--- src/rtl/arb_requester_if.sv ---
// Request/grant bundle between the local job sources, the requester engine and the shared arbiter.
interface arb_requester_if #(
  parameter int unsigned LEN_W = 4
);
  logic [1:0]         job_valid;
  logic [2*LEN_W-1:0] job_len;
  logic [1:0]         job_ready;
  logic [1:0]         request;
  logic [1:0]         grant;
  logic [1:0]         beat;
  logic [1:0]         done;
  logic [1:0]         starve;
  logic               proto_err;
  logic               clr_err;

  modport master (
    input  job_valid, job_len, grant, clr_err,
    output job_ready, request, beat, done, starve, proto_err
  );

  modport slave (
    output job_valid, job_len, grant, clr_err,
    input  job_ready, request, beat, done, starve, proto_err
  );
endinterface

--- src/rtl/arb_requester.sv ---
// Two-channel requester engine: takes N-beat jobs, requests the arbiter, beats while granted,
// and watches the grant side for starvation and protocol violations.
module arb_requester #(
  parameter int unsigned LEN_W    = 4,
  parameter int unsigned WAIT_W   = 8,
  parameter int unsigned MAX_WAIT = 200
) (
  input  logic            clk,
  input  logic            reset,
  arb_requester_if.master bus
);
  localparam int unsigned NCH = 2;

  typedef enum logic [1:0] {ST_IDLE, ST_REQ, ST_BUSY} state_e;

  state_e            state_q [NCH];
  state_e            state_d [NCH];
  logic [LEN_W-1:0]  rem_q   [NCH];
  logic [LEN_W-1:0]  rem_d   [NCH];
  logic [LEN_W-1:0]  len_c   [NCH];
  logic [WAIT_W-1:0] wait_q  [NCH];
  logic [WAIT_W-1:0] wait_d  [NCH];
  logic [NCH-1:0]    done_q, done_d;
  logic [NCH-1:0]    starve_q, starve_d;
  logic [NCH-1:0]    req_c, beat_c, reach_c;
  logic              proto_q, proto_d;

  // Per-channel next state, beat/wait bookkeeping and sticky error flags
  always_comb begin
    req_c   = '0;
    beat_c  = '0;
    reach_c = '0;
    done_d  = '0;
    for (int i = 0; i < NCH; i++) begin
      state_d[i] = state_q[i];
      rem_d[i]   = rem_q[i];
      wait_d[i]  = wait_q[i];
      len_c[i]   = bus.job_len[i*LEN_W +: LEN_W];
      req_c[i]   = (state_q[i] != ST_IDLE);
      beat_c[i]  = (state_q[i] == ST_BUSY) && bus.grant[i];

      unique case (state_q[i])
        ST_IDLE: begin
          if (bus.job_valid[i]) begin
            state_d[i] = ST_REQ;
            rem_d[i]   = (len_c[i] == '0) ? LEN_W'(1) : len_c[i];
          end
        end
        ST_REQ: begin
          if (bus.grant[i]) state_d[i] = ST_BUSY;
        end
        ST_BUSY: begin
          if (beat_c[i]) begin
            if (rem_q[i] == LEN_W'(1)) begin
              state_d[i] = ST_IDLE;
              done_d[i]  = 1'b1;
            end else begin
              rem_d[i] = rem_q[i] - LEN_W'(1);
            end
          end
        end
        default: state_d[i] = ST_IDLE;
      endcase

      // Starvation counter: runs while requesting without grant, saturates at the limit
      if (!req_c[i] || beat_c[i]) begin
        wait_d[i] = '0;
      end else if (!bus.grant[i]) begin
        wait_d[i]  = (wait_q[i] == WAIT_W'(MAX_WAIT)) ? wait_q[i] : wait_q[i] + WAIT_W'(1);
        reach_c[i] = (wait_d[i] == WAIT_W'(MAX_WAIT));
      end
    end

    // A fresh violation in the clear cycle keeps the flag set
    starve_d = (starve_q & ~{NCH{bus.clr_err}}) | reach_c;
    proto_d  = (proto_q & ~bus.clr_err) | (|(bus.grant & ~req_c)) | (&bus.grant);
  end

  always_ff @(posedge clk or negedge reset) begin
    if (!reset) begin
      for (int i = 0; i < NCH; i++) begin
        state_q[i] <= ST_IDLE;
        rem_q[i]   <= '0;
        wait_q[i]  <= '0;
      end
      done_q   <= '0;
      starve_q <= '0;
      proto_q  <= 1'b0;
    end else begin
      for (int i = 0; i < NCH; i++) begin
        state_q[i] <= state_d[i];
        rem_q[i]   <= rem_d[i];
        wait_q[i]  <= wait_d[i];
      end
      done_q   <= done_d;
      starve_q <= starve_d;
      proto_q  <= proto_d;
    end
  end

  assign bus.request   = req_c;
  assign bus.job_ready = ~req_c;
  assign bus.beat      = beat_c;
  assign bus.done      = done_q;
  assign bus.starve    = starve_q;
  assign bus.proto_err = proto_q;
endmodule

--- src/flat_wrapper.sv ---
// flat-port wrapper written by rule: the top's interface ports become plain ports
module arb_requester_flat 
#(
  parameter int unsigned LEN_W    = 4,
  parameter int unsigned WAIT_W   = 8,
  parameter int unsigned MAX_WAIT = 200
)
  (clk, reset, bus_job_valid, bus_job_len, bus_grant, bus_clr_err, bus_job_ready, bus_request, bus_beat, bus_done, bus_starve, bus_proto_err);
  arb_requester_if #(.LEN_W(LEN_W)) bus_i ();
  input  logic clk;
  input  logic reset;
  input wire logic [$bits(bus_i.job_valid)-1:0] bus_job_valid;
  input wire logic [$bits(bus_i.job_len)-1:0] bus_job_len;
  input wire logic [$bits(bus_i.grant)-1:0] bus_grant;
  input wire logic [$bits(bus_i.clr_err)-1:0] bus_clr_err;
  output wire logic [$bits(bus_i.job_ready)-1:0] bus_job_ready;
  output wire logic [$bits(bus_i.request)-1:0] bus_request;
  output wire logic [$bits(bus_i.beat)-1:0] bus_beat;
  output wire logic [$bits(bus_i.done)-1:0] bus_done;
  output wire logic [$bits(bus_i.starve)-1:0] bus_starve;
  output wire logic [$bits(bus_i.proto_err)-1:0] bus_proto_err;
  assign bus_i.job_valid = bus_job_valid;
  assign bus_i.job_len = bus_job_len;
  assign bus_i.grant = bus_grant;
  assign bus_i.clr_err = bus_clr_err;
  assign bus_job_ready = bus_i.job_ready;
  assign bus_request = bus_i.request;
  assign bus_beat = bus_i.beat;
  assign bus_done = bus_i.done;
  assign bus_starve = bus_i.starve;
  assign bus_proto_err = bus_i.proto_err;
  arb_requester #(.LEN_W(LEN_W), .WAIT_W(WAIT_W), .MAX_WAIT(MAX_WAIT)) u_core (.clk(clk), .reset(reset), .bus(bus_i));
endmodule
--- config.mk ---
export PLATFORM = sky130hd
export DESIGN_NAME = arb_requester_flat
export DESIGN_NICKNAME = d
export VERILOG_FILES = /design/src/rtl/arb_requester_if.sv /design/src/rtl/arb_requester.sv /design/src/flat_wrapper.sv
export SDC_FILE = /design/constraint.sdc
export NUM_CORES = 1
export LEC_CHECK = 0
export CAP_MARGIN = 30
export CORE_MARGIN = 4
export CORE_UTILIZATION = 50
export CTS_CLUSTER_SIZE = 30
export DETAILED_ROUTE_END_ITERATION = 7
export GPL_TIMING_DRIVEN = 0
export PLACE_DENSITY_LB_ADDON = 0.25
export SYNTH_ARGS = -nofsm -noshare
export SYNTH_HDL_FRONTEND = slang
export SYNTH_SLANG_ARGS = --single-unit
--- constraint.sdc ---
create_clock -name clk -period 1.64 [get_ports clk]
set_input_delay 0.328 -clock clk [delete_from_list [all_inputs] [get_ports clk]]
set_output_delay 0.328 -clock clk [all_outputs]
set_load 0.02 [all_outputs]
* After elaboration in Yosys (flattened, before gate mapping)
Cells that the tools add are included.
Word-level totals: output and inout port bits 11, flip-flop bits (word level) 33, input port bits 15, word-level logic and storage cells 100
Operators by class: reductions and logical operators 20, mux-type cells 36, bitwise logic cells 9, equal/unequal tests 22, $add $sub $neg 4
Operators by type and width (count):
- $mux W8 | 6
- $eq A8 B8 Y1 const B | 4
- $mux W4 | 8
- $ne A2 B2 Y1 const B | 10
- $add A8 B1 Y8 const B | 2
- $mux W2 | 8
- $pmux W4 S2 | 2
- $reduce_and A4 Y1 | 4
- $pmux W2 S3 | 2
- $mux W1 | 10
- $eq A4 B1 Y1 const B | 2
- $logic_not A4 Y1 | 2
- $reduce_bool A2 Y1 | 4
- $sub A4 B1 Y4 const B | 2
- $and A2 B2 Y2 | 2
- $eq A2 B1 Y1 const B | 2
- $eq A2 B2 Y1 const B | 2
- $logic_not A2 Y1 | 2
- $ne A2 B1 Y1 const B | 2
- $not A2 Y2 | 2
- $logic_and A1 B1 Y1 | 2
- $logic_not A1 Y1 | 2
- $logic_or A1 B1 Y1 | 2
- $or A1 B1 Y1 | 2
- 5 further kinds | 5

* Depth between registers and ports, before layout
depth in word-level cells 6, depth in mapped cells 6, gate-level depth less buffers 6

* Worst setup path before layout
OpenSTA, ideal clock, no wires.
kind register to register, start reg u_core.wait_q[0] in the netlist's numbering, end reg u_core.starve_q[1], in the netlist u_core.bus.starve[1], data required time 1.536 ns, arrival time 1.658 ns, library setup time 0.104 ns, path slack -0.122 ns, clock period less this slack 1.762 ns, stages on the path, launching flop included 6, cells stage by stage dfrtp_1 > ha_1 > inv_1 > or3_1 > a211o_1 > o41ai_2
Between the ends: longest elaborated chain between the ends 6
Ends and longest elaborated chain:
- start: declaration | line arb_requester.sv:21 | logic [WAIT_W-1:0] wait_q [NCH];
- start signal: indexed assignment | line arb_requester.sv:93 | wait_q[i] <= wait_d[i];
- $add A8 B1 Y8 or $eq A8 B8 Y1 (tied branches) | line arb_requester.sv:69 | wait_d[i] = (wait_q[i] == WAIT_W'(MAX_WAIT)) ? wait_q[i] : wait_q[i] + WAIT_W'(1);
- $mux W8 * | line arb_requester.sv:69
- $eq A8 B8 Y1 * | line arb_requester.sv:70 | reach_c[i] = (wait_d[i] == WAIT_W'(MAX_WAIT));
- $mux W1 * | line arb_requester.sv:68 | end else if (!bus.grant[i]) begin
- $mux W1 * | line arb_requester.sv:66 | if (!req_c[i] || beat_c[i]) begin
- $or A2 B2 Y2 * | line arb_requester.sv:75 | starve_d = (starve_q & ~{NCH{bus.clr_err}}) | reach_c;
- via u_core.starve_d[1] | line arb_requester.sv:24 | logic [NCH-1:0] starve_q, starve_d;
- end signal: assignment | line arb_requester.sv:96 | starve_q <= starve_d;
- end: declaration | line arb_requester.sv:24
The timed path passes the listed nets; every way through them passes the cells marked *. A chain may end at the register's enable or synchronous reset.

* Final worst setup path
start reg u_core.wait_q[1] in the netlist's numbering, end reg u_core.wait_q[4] in the netlist's numbering
Between the ends: longest elaborated chain between the ends 4
Ends and longest elaborated chain (line):
- $add A8 B1 Y8 or $eq A8 B8 Y1 (tied branches) | arb_requester.sv:69
- $mux W8 * | arb_requester.sv:69
- $mux W8 * | arb_requester.sv:68
- $mux W8 * | arb_requester.sv:66
Mark *: on every way between the ends. The rest lies on a longest branch, timed or not. The select of a mux whose other input is x is not followed.

==> run_results.csv <==
group,metric,value,unit
global_routing,busiest_layer,"met2",
sta,hold_violations,0,
routing,drc,0,
clock_network,cts_sinks,33,
sta,final.setup.tns,-186,ps
routing,avgRoutedWirePerCell,15.7,um
critical_path,crit_slowest_cell,"dfrtp_2",
synthesis,synth-seq-cells,33,
synthesis,synth_area_leaders,"dfrtp_1, ha_1, nor2_1, inv_1, mux2i_1",
placement,placedCellCount,304,
critical_path,end_kind,"flop",
synthesis,synth_edf_count,0,
critical_path,timing.rr.start,"u_core.wait_q[1]$_DFFE_PN0P_",
synthesis,yosys-top-cells-count,"dfrtp_1, nor2_1, inv_1, nand2_1, o21ai_0",
power,total_power,3900,uW
clock_network,cts.htree.levels,2,
clock_network,cts_tree,"done",
final_layout,instances_no_fill,324,
floorplanning,die_y,72.3,um
critical_path,max_stage_delay,480,ps
routing,firstDrtPassIters,4,
sta,period_needed,1740,ps
power,net-switching-power,1520,uW
sta,setup_viol,2,
clock_network,cts_buffer_depth,2,
synthesis,ys_async_sr_fraction,1.00,
clock_network,hold_buffers,0,
sta,fmax,575,MHz
sta,slew_violations,0,
sta,fin_crit_sh,1.06,
sta,fin_hold_ws,92.3,ps
clock_network,root_buffer,"clkbuf_8",
sta,worst_slack,-100,ps
synthesis,synth-seq-area-share,0.399,
critical_path,critPathLaunch,"u_core.wait_q[1]$_DFFE_PN0P_",
sta,maxSlewHeadroom,0.511,
final_layout,antenna_cells,0,
power,seqPwrFrac,0.318,
synthesis,yosysTopAreaCell,"dfrtp_1",
floorplanning,dieArea,5230,um2
final_layout,drive_gt1_frac,0.237,
critical_path,critPathBufInv,2,
synthesis,synth.net_count,252,
global_routing,overflow,0,
critical_path,cp.required,1810,ps
routing,vias_per_cell,5.69,
floorplanning,dieWidth,72.3,um
critical_path,cp.arrival,1910,ps
synthesis,syn-instance-count,229,
placement,gp_congestion,0.820,
global_routing,grt_pass1_vias,1841,
power,peakVddDrop,0.687,mV
power,internal_power,2380,uW
global_routing,grt_pass1_wl,8310,um
clock_network,cts_buffers,5,
routing,ant_nets,0,
final_layout,syn_to_final_growth,31.2,%
global_routing,grt_max_degree,34,
critical_path,path_delay_family,"compound AO/OA/AOI/OAI gates",
power,swShare,0.390,
synthesis,netlist_area,2070,um2
power,power_density,1440,nW/um2
hold_path,hp-class,"input port to async pin",
sta,rsz0062_at_grt,"true",
synthesis,synth.distinct_cells,49,
sta,worst_pin_slew,733,ps
synthesis,synthFlopType,"dfrtp_1",
run,maxCapViolations,0,
global_routing,antenna_found_initial,0,
critical_path,path_cells,"inv_2 -> ha_4 -> and4bb_4 -> buf_4 -> a21oi_4 -> a32o_2 -> a21o_2",
sta,skew,8.25,ps
routing,drt_iter0_drc,101,
global_routing,met2_usage,0.342,
status,status,"complete, but fails checks",
power,power_frac_comb,0.480,
placement,place_hpwl,3140,um
routing,routed_wl,5080,um
placement,port_buffers,25,
final_layout,nNetsFinal,296,
critical_path,cp_max_fo,6,
status,violations,"negative setup slack",
floorplanning,start_util,0.517,
global_routing,met3_usage,0.0402,
synthesis,yosys_warnings,0,
critical_path,startpoint_type,"flop",
global_routing,use_met1,0.250,
clock_network,cts.clk_slew.worst_paths,70,ps
synthesis,yosysMostFrequentCell,"dfrtp_1",
critical_path,crit_type,"flop to flop",
power,total_leakage_power,0.00119,uW
synthesis,avgSynthCellArea,9.03,um2
floorplanning,core,4000,um2
power,clkPwrFrac,0.202,
routing,vias,1843,
floorplanning,ioPinCount,26,
global_routing,grt_usage,0.202,
floorplanning,num_rows,23,
clock_network,clk_latency,290,ps
synthesis,synth_top_area_share,0.399,
==> placed cells by master, fill, tap and decap left out, drive strengths merged, types with 7 or more instances in the layout <==
cell type      Yosys  final
a21oi             11     11
clkdlybuf4s50      0     16
buf                4     24
ha                 8      8
dfrtp             33     33
nand2             15     15
inv               20     20
clkbuf             5     10
nor2              23     23
o21ai             14     14
nand3              9      9
mux2i              7      7
nor3               7      7
==> flip-flops by register name, indices dropped and copies added (netlist names) <==
name / flops
u_core.wait_q: 16
u_core.rem_q: 8
u_core.state_q: 4
u_core.bus.done: 2
u_core.bus.starve: 2
u_core.bus.proto_err: 1
==> power by group through the flow <==
| stage | Sequential [uW] | Clock [uW] | Combinational, uW |
|---|---|---|---|
| 2_1_floorplan | 1200 | 0 | 1050 |
| 3_3_place_gp | 1240 | 0 | 1440 |
| 3_5_place_dp | 1240 | 0 | 1460 |
| 4_1_cts | 1200 | 801 | 1740 |
| 5_1_grt | 1270 | 844 | 2070 |
| 6_report | 1240 | 789 | 1870 |
==> layer usage <==
metal	vias up	wire length, um
met3	8	183
met4	0	75
li1	911	-
met2	49	2540
met1	875	2280
met5	-	0
==> area by class of cell <==
class                   count  area [um2]
well taps                  50        62.6
repair buffers             38         317
clock inverters             1        30.0
inverters                  20        77.6
clock buffers               7        86.3
flip-flops and latches     33         831
plain buffers               8        62.6
fillers                   328        1290
multi-input cells         167        1250
==> path summary, 6_finish.rpt <==
path                                                  end  slack [ps]  cells after the start
min in group clk           u_core.bus.starve[1]$_DFF_PN0_         500                      2
min reg2reg                u_core.bus.starve[1]$_DFF_PN0_         500                      2
max                          u_core.wait_q[4]$_DFFE_PN0P_        -100                      7
max in group asynchronous    u_core.wait_q[0]$_DFFE_PN0P_        1020                      1
min                           u_core.rem_q[0]$_DFFE_PN0P_          90                      1
max reg2reg                  u_core.wait_q[4]$_DFFE_PN0P_        -100                      7
==> metrics by stage <==
step | cell area [um2] | setup slack, ps | util
floorplan | 2080 | -12.1 | -
global placement | 2390 | -950 | 0.599
detailed placement | 2390 | -958 | 0.597
CTS | 2640 | -81.8 | 0.659
global route | 2710 | -151 | 0.678
finish | 2710 | -100 | 0.678
==> kinds of logic (layout without fill, tap and decap cells) <==
group,after synthesis,after routing,synth area share
AO/OA/AOI/OAI,59,59,0.204
XOR/XNOR,10,10,0.0423
buffers and inverters,29,74,0.0587
adder cells (fa/ha/maj),8,8,0.0484
AND/OR/NAND/NOR,83,83,0.213
flip-flops,33,33,0.399
multiplexers,7,7,0.0339
==> timing repair <==
item,in CTS,in global routing
pin swaps,2,4
setup endpoints to repair,19,15
resized for setup,49,24
buffers inserted,11,2
No activity file was read; power rests on OpenSTA's default activity.
